`config.mk`:
```
export PLATFORM = sky130hd
export DESIGN_NAME = fetch_queue
export DESIGN_NICKNAME = d
export VERILOG_FILES = /design/src/rtl/riscv_fetch_pkg.sv /design/src/rtl/fetch_fifo.sv /design/src/rtl/fetch_queue.sv
export SDC_FILE = /design/constraint.sdc
export NUM_CORES = 1
export LEC_CHECK = 0
export CAP_MARGIN = 20
export CELL_PAD_IN_SITES_DETAIL_PLACEMENT = 2
export CELL_PAD_IN_SITES_GLOBAL_PLACEMENT = 2
export CORE_UTILIZATION = 36
export CTS_CLUSTER_SIZE = 40
export DETAILED_ROUTE_END_ITERATION = 16
export GPL_ROUTABILITY_DRIVEN = 0
export GPL_TIMING_DRIVEN = 0
export PLACE_DENSITY_LB_ADDON = 0.1
export SLEW_MARGIN = 20
export SYNTH_ARGS = -nofsm -noshare
export SYNTH_HDL_FRONTEND = slang
export SYNTH_SLANG_ARGS = --single-unit
```
`constraint.sdc`:
```
create_clock -name clk -period 3.15 [get_ports clk]
set_input_delay 0.315 -clock clk [delete_from_list [all_inputs] [get_ports clk]]
set_output_delay 0.315 -clock clk [all_outputs]
set_load 0.01 [all_outputs]
```
`src/rtl/riscv_fetch_pkg.sv`:
```
// Shared types and constants for the instruction-fetch front end.
// fetch_entry_t is the default 32-bit queue entry; wider configurations define their own.
package riscv_fetch_pkg;

    localparam int unsigned PC_STEP = 4;
    localparam logic [31:0] NOP     = 32'h0000_0013;

    typedef struct packed {
        logic [31:0] pc;
        logic [31:0] instr;
    } fetch_entry_t;

endpackage

```
`src/rtl/fetch_fifo.sv`:
```
// Circular buffer of fetched entries with synchronous flush and registered head outputs.
// The head register always holds the oldest entry, or zero when the buffer is empty.
module fetch_fifo
    import riscv_fetch_pkg::*;
#(
    parameter int unsigned DEPTH   = 4,
    parameter type         entry_t = fetch_entry_t
) (
    input  logic                   clk,
    input  logic                   rst,
    input  logic                   flush,
    input  logic                   push,
    input  entry_t                 wdata,
    input  logic                   pop,
    output entry_t                 head,
    output logic                   valid,
    output logic [$clog2(DEPTH):0] count
);

    localparam int unsigned PW = $clog2(DEPTH);
    localparam int unsigned CW = PW + 1;

    entry_t          mem [DEPTH];
    logic [PW-1:0]   wr_ptr_q, rd_ptr_q, rd_next;
    logic [CW-1:0]   count_q, count_d;
    entry_t          head_q, head_d;
    logic            valid_q;
    logic            push_ok, pop_ok;

    assign pop_ok  = pop && (count_q != '0);
    assign push_ok = push && ((count_q != CW'(DEPTH)) || pop_ok);
    assign rd_next = rd_ptr_q + PW'(1);

    always_comb begin
        if (flush) begin
            count_d = '0;
        end else begin
            count_d = count_q + CW'(push_ok) - CW'(pop_ok);
        end
    end

    // A push lands directly in the head register when it becomes the oldest entry.
    always_comb begin
        head_d = head_q;
        if (flush || (count_d == '0)) begin
            head_d = '0;
        end else if (push_ok && ((count_q == '0) || ((count_q == CW'(1)) && pop_ok))) begin
            head_d = wdata;
        end else if (pop_ok) begin
            head_d = mem[rd_next];
        end
    end

    always_ff @(posedge clk or negedge rst) begin
        if (!rst) begin
            wr_ptr_q <= '0;
            rd_ptr_q <= '0;
            count_q  <= '0;
            head_q   <= '0;
            valid_q  <= 1'b0;
        end else begin
            count_q <= count_d;
            head_q  <= head_d;
            valid_q <= (count_d != '0);
            if (flush) begin
                wr_ptr_q <= '0;
                rd_ptr_q <= '0;
            end else begin
                if (push_ok) wr_ptr_q <= wr_ptr_q + PW'(1);
                if (pop_ok)  rd_ptr_q <= rd_next;
            end
        end
    end

    always_ff @(posedge clk) begin
        if (push_ok && !flush) begin
            mem[wr_ptr_q] <= wdata;
        end
    end

    assign head  = head_q;
    assign valid = valid_q;
    assign count = count_q;

endmodule

```
`src/rtl/fetch_queue.sv`:
```
// Instruction-fetch front end: owns the fetch PC, issues credit-limited in-order memory
// requests, buffers responses with their PCs and presents them to decode; redirect flushes.
module fetch_queue
    import riscv_fetch_pkg::*;
#(
    parameter int unsigned             ADDRESS_WIDTH = 32,
    parameter int unsigned             DATA_WIDTH    = 32,
    parameter int unsigned             DEPTH         = 4,
    parameter logic [ADDRESS_WIDTH-1:0] RESET_PC     = '0
) (
    input  logic                     clk,
    input  logic                     rst,
    output logic                     imem_req_valid,
    input  logic                     imem_req_ready,
    output logic [ADDRESS_WIDTH-1:0] imem_req_addr,
    input  logic                     imem_rsp_valid,
    input  logic [DATA_WIDTH-1:0]    imem_rsp_data,
    input  logic                     redirect,
    input  logic [ADDRESS_WIDTH-1:0] redirect_pc,
    output logic                     instr_valid,
    input  logic                     instr_ready,
    output logic [DATA_WIDTH-1:0]    instr,
    output logic [ADDRESS_WIDTH-1:0] instr_pc,
    output logic [ADDRESS_WIDTH-1:0] instr_pc_plus4
);

    localparam int unsigned CW = $clog2(DEPTH) + 1;
    localparam logic [ADDRESS_WIDTH-1:0] STEP = ADDRESS_WIDTH'(PC_STEP);

    typedef struct packed {
        logic [ADDRESS_WIDTH-1:0] pc;
        logic [DATA_WIDTH-1:0]    instr;
    } entry_t;

    logic [ADDRESS_WIDTH-1:0] fetch_pc_q, fetch_pc_d;
    logic [ADDRESS_WIDTH-1:0] rsp_pc_q, rsp_pc_d;
    logic [CW-1:0]            inflight_q, inflight_d;
    logic [CW-1:0]            drop_q, drop_d;
    logic [CW-1:0]            count;
    logic [CW:0]              used;
    logic                     has_credit;
    logic                     accept, rsp_fire, rsp_keep, pop;
    logic [ADDRESS_WIDTH-1:0] redirect_aligned;
    entry_t                   wdata, head;

    assign used             = {1'b0, count} + {1'b0, inflight_q};
    assign has_credit       = used < (CW + 1)'(DEPTH);
    assign imem_req_valid   = rst && has_credit && !redirect;
    assign imem_req_addr    = fetch_pc_q;
    assign accept           = imem_req_valid && imem_req_ready;
    // A response with nothing outstanding is a protocol error and is ignored.
    assign rsp_fire         = imem_rsp_valid && (inflight_q != '0);
    assign rsp_keep         = rsp_fire && !redirect && (drop_q == '0);
    assign pop              = instr_valid && instr_ready;
    assign redirect_aligned = redirect_pc & ~ADDRESS_WIDTH'(3);
    assign wdata            = '{pc: rsp_pc_q, instr: imem_rsp_data};

    always_comb begin
        fetch_pc_d = fetch_pc_q;
        rsp_pc_d   = rsp_pc_q;
        inflight_d = inflight_q;
        drop_d     = drop_q;
        if (redirect) begin
            fetch_pc_d = redirect_aligned;
            rsp_pc_d   = redirect_aligned;
            inflight_d = inflight_q - CW'(rsp_fire);
            // Every response still outstanding after a redirect belongs to the old stream.
            drop_d     = inflight_d;
        end else begin
            if (accept)   fetch_pc_d = fetch_pc_q + STEP;
            if (rsp_keep) rsp_pc_d   = rsp_pc_q + STEP;
            inflight_d = inflight_q + CW'(accept) - CW'(rsp_fire);
            if (rsp_fire && (drop_q != '0)) drop_d = drop_q - CW'(1);
        end
    end

    always_ff @(posedge clk or negedge rst) begin
        if (!rst) begin
            fetch_pc_q <= RESET_PC;
            rsp_pc_q   <= RESET_PC;
            inflight_q <= '0;
            drop_q     <= '0;
        end else begin
            fetch_pc_q <= fetch_pc_d;
            rsp_pc_q   <= rsp_pc_d;
            inflight_q <= inflight_d;
            drop_q     <= drop_d;
        end
    end

    fetch_fifo #(
        .DEPTH   (DEPTH),
        .entry_t (entry_t)
    ) u_fifo (
        .clk   (clk),
        .rst   (rst),
        .flush (redirect),
        .push  (rsp_keep),
        .wdata (wdata),
        .pop   (pop),
        .head  (head),
        .valid (instr_valid),
        .count (count)
    );

    assign instr          = head.instr;
    assign instr_pc       = head.pc;
    assign instr_pc_plus4 = instr_valid ? (head.pc + STEP) : '0;

    assert property (@(posedge clk) disable iff (!rst) imem_rsp_valid |-> (inflight_q != '0));
    assert property (@(posedge clk) disable iff (!rst) drop_q <= inflight_q);
    assert property (@(posedge clk) disable iff (!rst) inflight_q <= CW'(DEPTH));

endmodule

```
==> Implementation_results.wiki <==
{| class="wikitable"
! Metric !! Value
|-
| Final-report max-slew violation count || 0
|-
| Violations in the final reports || design-rule violations
|-
| Final standard cell area without fillers || 0.02201 mm²
|-
| Final #Nets || 1,541
|-
| Via count of the first global-routing pass || 12,650
|-
| Core ar. || 0.04685 mm²
|-
| Worst hold margin || 99.84 ps
|-
| Fill cells || roughly 4,500
|-
| Req. time, crit path || 2830 ps
|-
| Number of optimization iterations in the first detailed-route pass || 11
|-
| Number of top-level pins || 200
|-
| Path type of the worst setup path || flip-flop to primary output
|-
| Max capacitance violation total || 0
|-
| Bufs on Longest Clock Path || 3
|-
| Most common cell after layout, fill and taps aside || sky130_fd_sc_hd__edfxtp_1
|-
| Final wirelength || 53,440 µm
|-
| Uppermost metal layer occupied by signal nets || met4
|-
| GR Overflow Total || 0
|-
| Number of setup violations in the final report || 0
|-
| Row cnt || 79
|-
| Overall fraction of global-route tracks in use || 22.50%
|-
| FF-to-FF Start || drop_q[1]
|-
| Count of routing violations after the opening detailed-route iteration || 549
|-
| Width of the chip || 220.4 µm
|-
| Antenna Violating Nets Remaining || 0
|-
| Fraction of final layout cells with drive strength greater than 1 || 18.90%
|-
| P per Cell Area || 568.3 mW/mm²
|-
| Placed cell areas || 0.02002 mm²
|-
| Post-Syn Area per Cell || 14.57 µm²
|-
| Max IR drop VDD || 0.3886 mV
|-
| Final period demand of the worst path || 3056 ps
|-
| Met3 wirelength from detailed routing || 2333 µm
|-
| Highest attainable clock frequency || 327.2 MHz
|-
| Warnings, synthesis || 0
|-
| Number of synthesized flops with an enable pin || 248
|-
| HPWL after DPL || 35,500 µm
|-
| Status || finished with violations
|-
| CTS tree || done
|-
| Clock net sink count || 385
|-
| Die extent in y || around 220 µm
|-
| Total inserted antenna cells || 0
|-
| Worst-skew pair later-pin latency || 580 ps
|-
| Global-route wire length before repair || 80,590 µm
|-
| Worst setup SP type || flip-flop
|-
| Clock-pin slew on the worst setup and hold paths || 60 ps
|-
| Placement Setup Slack || -1636 ps
|-
| Top library cells by usage in the layout, fill and taps aside || sky130_fd_sc_hd__edfxtp_1 (248), sky130_fd_sc_hd__clkdlybuf4s50_1 (183), sky130_fd_sc_hd__dfrtp_1 (116)
|-
| DRC violations left || 13
|-
| Final worst setup slack || roughly 94 ps
|-
| Netlist Area Pre-Place || 0.01718 mm²
|-
| Final-report hold violation count || 0
|-
| Number of buffers inserted during clock tree synthesis || 44
|-
| Maximum level of the CTS H-tree || 2
|-
| Final Util || 46.97%
|-
| Clock tree root driver cell || sky130_fd_sc_hd__clkbuf_16
|-
| Hold wc startpoint || redirect
|-
| Instance count after placement with tap cells included || 1,986
|-
| Total number of vias || 11,370
|-
| Static Leak || 7.726 nW
|-
| Commonest register cell after synthesis || sky130_fd_sc_hd__edfxtp_1
|-
| Layout Cells excl Fill || 2,094
|-
| Mapped Cells || about 1,200
|-
| Area growth from synthesis to layout || 28.11%
|-
| CP Launch Point || u_fifo.head[35]
|-
| Flops & latches, synth || 385
|-
| Initial standard-cell utilization of the core || 36.67%
|-
| Synth unique cells || 59
|-
| M1 wire length || 22,910 µm
|-
| Average vias per placed instance || around 5.4
|-
| Data arrival time of the critical path || 2740 ps
|-
| Number of antenna violations at the first check in global routing || 1
|-
| Final setup skew || 20.00 ps
|-
| Worst min-delay path class || primary input to flip-flop
|-
| Post-route clock period utilization || a little over nine tenths
|-
| CP max FO || 5
|-
| Worst slew slack as a fraction of its limit || 41.15%
|-
| Async SR Flop Fraction || between 30% and 40%
|-
| Worst Setup End Kind || primary output
|-
| Maximum number of pins on one net before global-route repair || 76
|-
| Routed wire per std cell || 25.52 µm
|-
| Quantity of I/O buffers inserted on ports || 194
|-
| Actual slew at the worst max-slew pin || 879.5 ps
|-
| Die Footprint || 0.04860 mm²
|-
| Routed met2 length || 26,850 µm
|-
| Seq/Total Area, Yosys || 63.31%
|}
## timing repair
action                                 CTS  global route
cloned                                   1             0
endpoints found under the hold margin   62             0
hold buffers                             5             0
gates resized for setup                 48            52
pin swaps                                8            12
setup endpoints to repair              220            80
setup buffers                           16             7
## through the flow
stage               power [mW]  setup TNS (ps)
floorplan                6.732               0
global placement         7.475        -1206550
detailed placement       7.549         -137270
CTS                      12.59               0
global route             13.01          -32.19
finish                   12.51               0
## state kept, by name (all words and copies together), names as in the netlist
signal           flops
drop_q               3
u_fifo.mem         248
rsp_pc_q            30
u_fifo.valid         1
u_fifo.rd_ptr_q      2
inflight_q           3
u_fifo.head         63
u_fifo.count         3
imem_req_addr       30
u_fifo.wr_ptr_q      2
## kinds of logic after synthesis
logic type | count (synthesis) | share of synthesized area (%)
simple gates | 334 | 10.27
mux | 152 | 13.56
compound gates | 118 | 4.953
buf+inv | 93 | 2.491
other cells | 1 | 0.02183
xor+xnor | 77 | 3.926
fa+ha+maj | 19 | 1.471
flops | 385 | 63.31
## power breakdown
part,internal [mW],leakage (nW),switching [mW]
clock network,2.82,0.668,2.08
logic,0.688,3.08,0.970
registers,5.67,3.98,0.279
## final cells by class
| type | count | area [µm²] | share of cell area, % |
|---|---|---|---|
| buffer | 66 | 396.6 | 1.802 |
| clock buffer | 66 | 1285 | 5.839 |
| clock inverter | 15 | 80.08 | 0.3638 |
| inverter | 25 | 98.84 | 0.4491 |
| multi-input combinational | 702 | 6053 | 27.50 |
| sequential | 385 | 10900 | 49.53 |
| tap | 607 | 759.5 | 3.451 |
| timing repair buffer | 228 | 2434 | 11.06 |
## critical path, stage by stage (launching register included)
cell	delay [ps]
sky130_fd_sc_hd__dfrtp_2	430
sky130_fd_sc_hd__ha_1	230
sky130_fd_sc_hd__inv_1	160
sky130_fd_sc_hd__nor3_4	320
sky130_fd_sc_hd__nand3_1	140
sky130_fd_sc_hd__xor2_1	160
sky130_fd_sc_hd__nor2b_1	110
sky130_fd_sc_hd__clkdlybuf4s50_1	620
## worst paths after layout
path	to	slack [ps]	depth (start not counted)
min in group asynchronous	imem_req_addr[26]	480	4
max in group asynchronous	u_fifo.head[47]	1710	5
worst max register to register	u_fifo.head[46]	130	13
worst min-delay path	u_fifo.count[1]	100	2
worst max-delay path	instr_pc_plus4[14]	90	7
worst min register to register	u_fifo.mem[3][46]	520	0
## Yosys cell counts, types with 3 or more instances
cell                       number  area [µm²]
sky130_fd_sc_hd__a211oi_1      63       473.0
sky130_fd_sc_hd__a221o_1        3       30.03
sky130_fd_sc_hd__a31oi_1        3       18.77
sky130_fd_sc_hd__and2_1        33       206.5
sky130_fd_sc_hd__and3_1         6       37.54
sky130_fd_sc_hd__and4_1        10       87.58
sky130_fd_sc_hd__buf_1          4       15.01
sky130_fd_sc_hd__buf_2         21       105.1
sky130_fd_sc_hd__buf_4         10       75.07
sky130_fd_sc_hd__clkbuf_1      30       112.6
sky130_fd_sc_hd__dfrtp_1      137        3428
sky130_fd_sc_hd__edfxtp_1     248        7447
sky130_fd_sc_hd__ha_1          17       212.7
sky130_fd_sc_hd__inv_1         23       86.33
sky130_fd_sc_hd__mux2_2        22       247.7
sky130_fd_sc_hd__mux2i_1       67       670.6
sky130_fd_sc_hd__mux4_2        62        1396
sky130_fd_sc_hd__nand2_1       61       229.0
sky130_fd_sc_hd__nand2b_1       3       18.77
sky130_fd_sc_hd__nand3_1       36       180.2
sky130_fd_sc_hd__nand4_1       33       206.5
sky130_fd_sc_hd__nor2_1        89       334.1
sky130_fd_sc_hd__nor2b_1        8       50.05
sky130_fd_sc_hd__nor3_1        18       90.09
sky130_fd_sc_hd__nor4_1        14       87.58
sky130_fd_sc_hd__o211ai_1       7       52.55
sky130_fd_sc_hd__o21ai_0       23       115.1
sky130_fd_sc_hd__o311ai_0       9       78.83
sky130_fd_sc_hd__or3_1          3       18.77
sky130_fd_sc_hd__xnor2_1       47       411.6
sky130_fd_sc_hd__xor2_1        30       262.8
## metal layers
metal  vias to the layer above  track usage [%]
li1                       5053                -
met5                         -                0
met2                       249            38.84
met3                        72            3.684
met1                      5998            29.27
met4                         0            6.000
(Power assumes the default switching activity.)
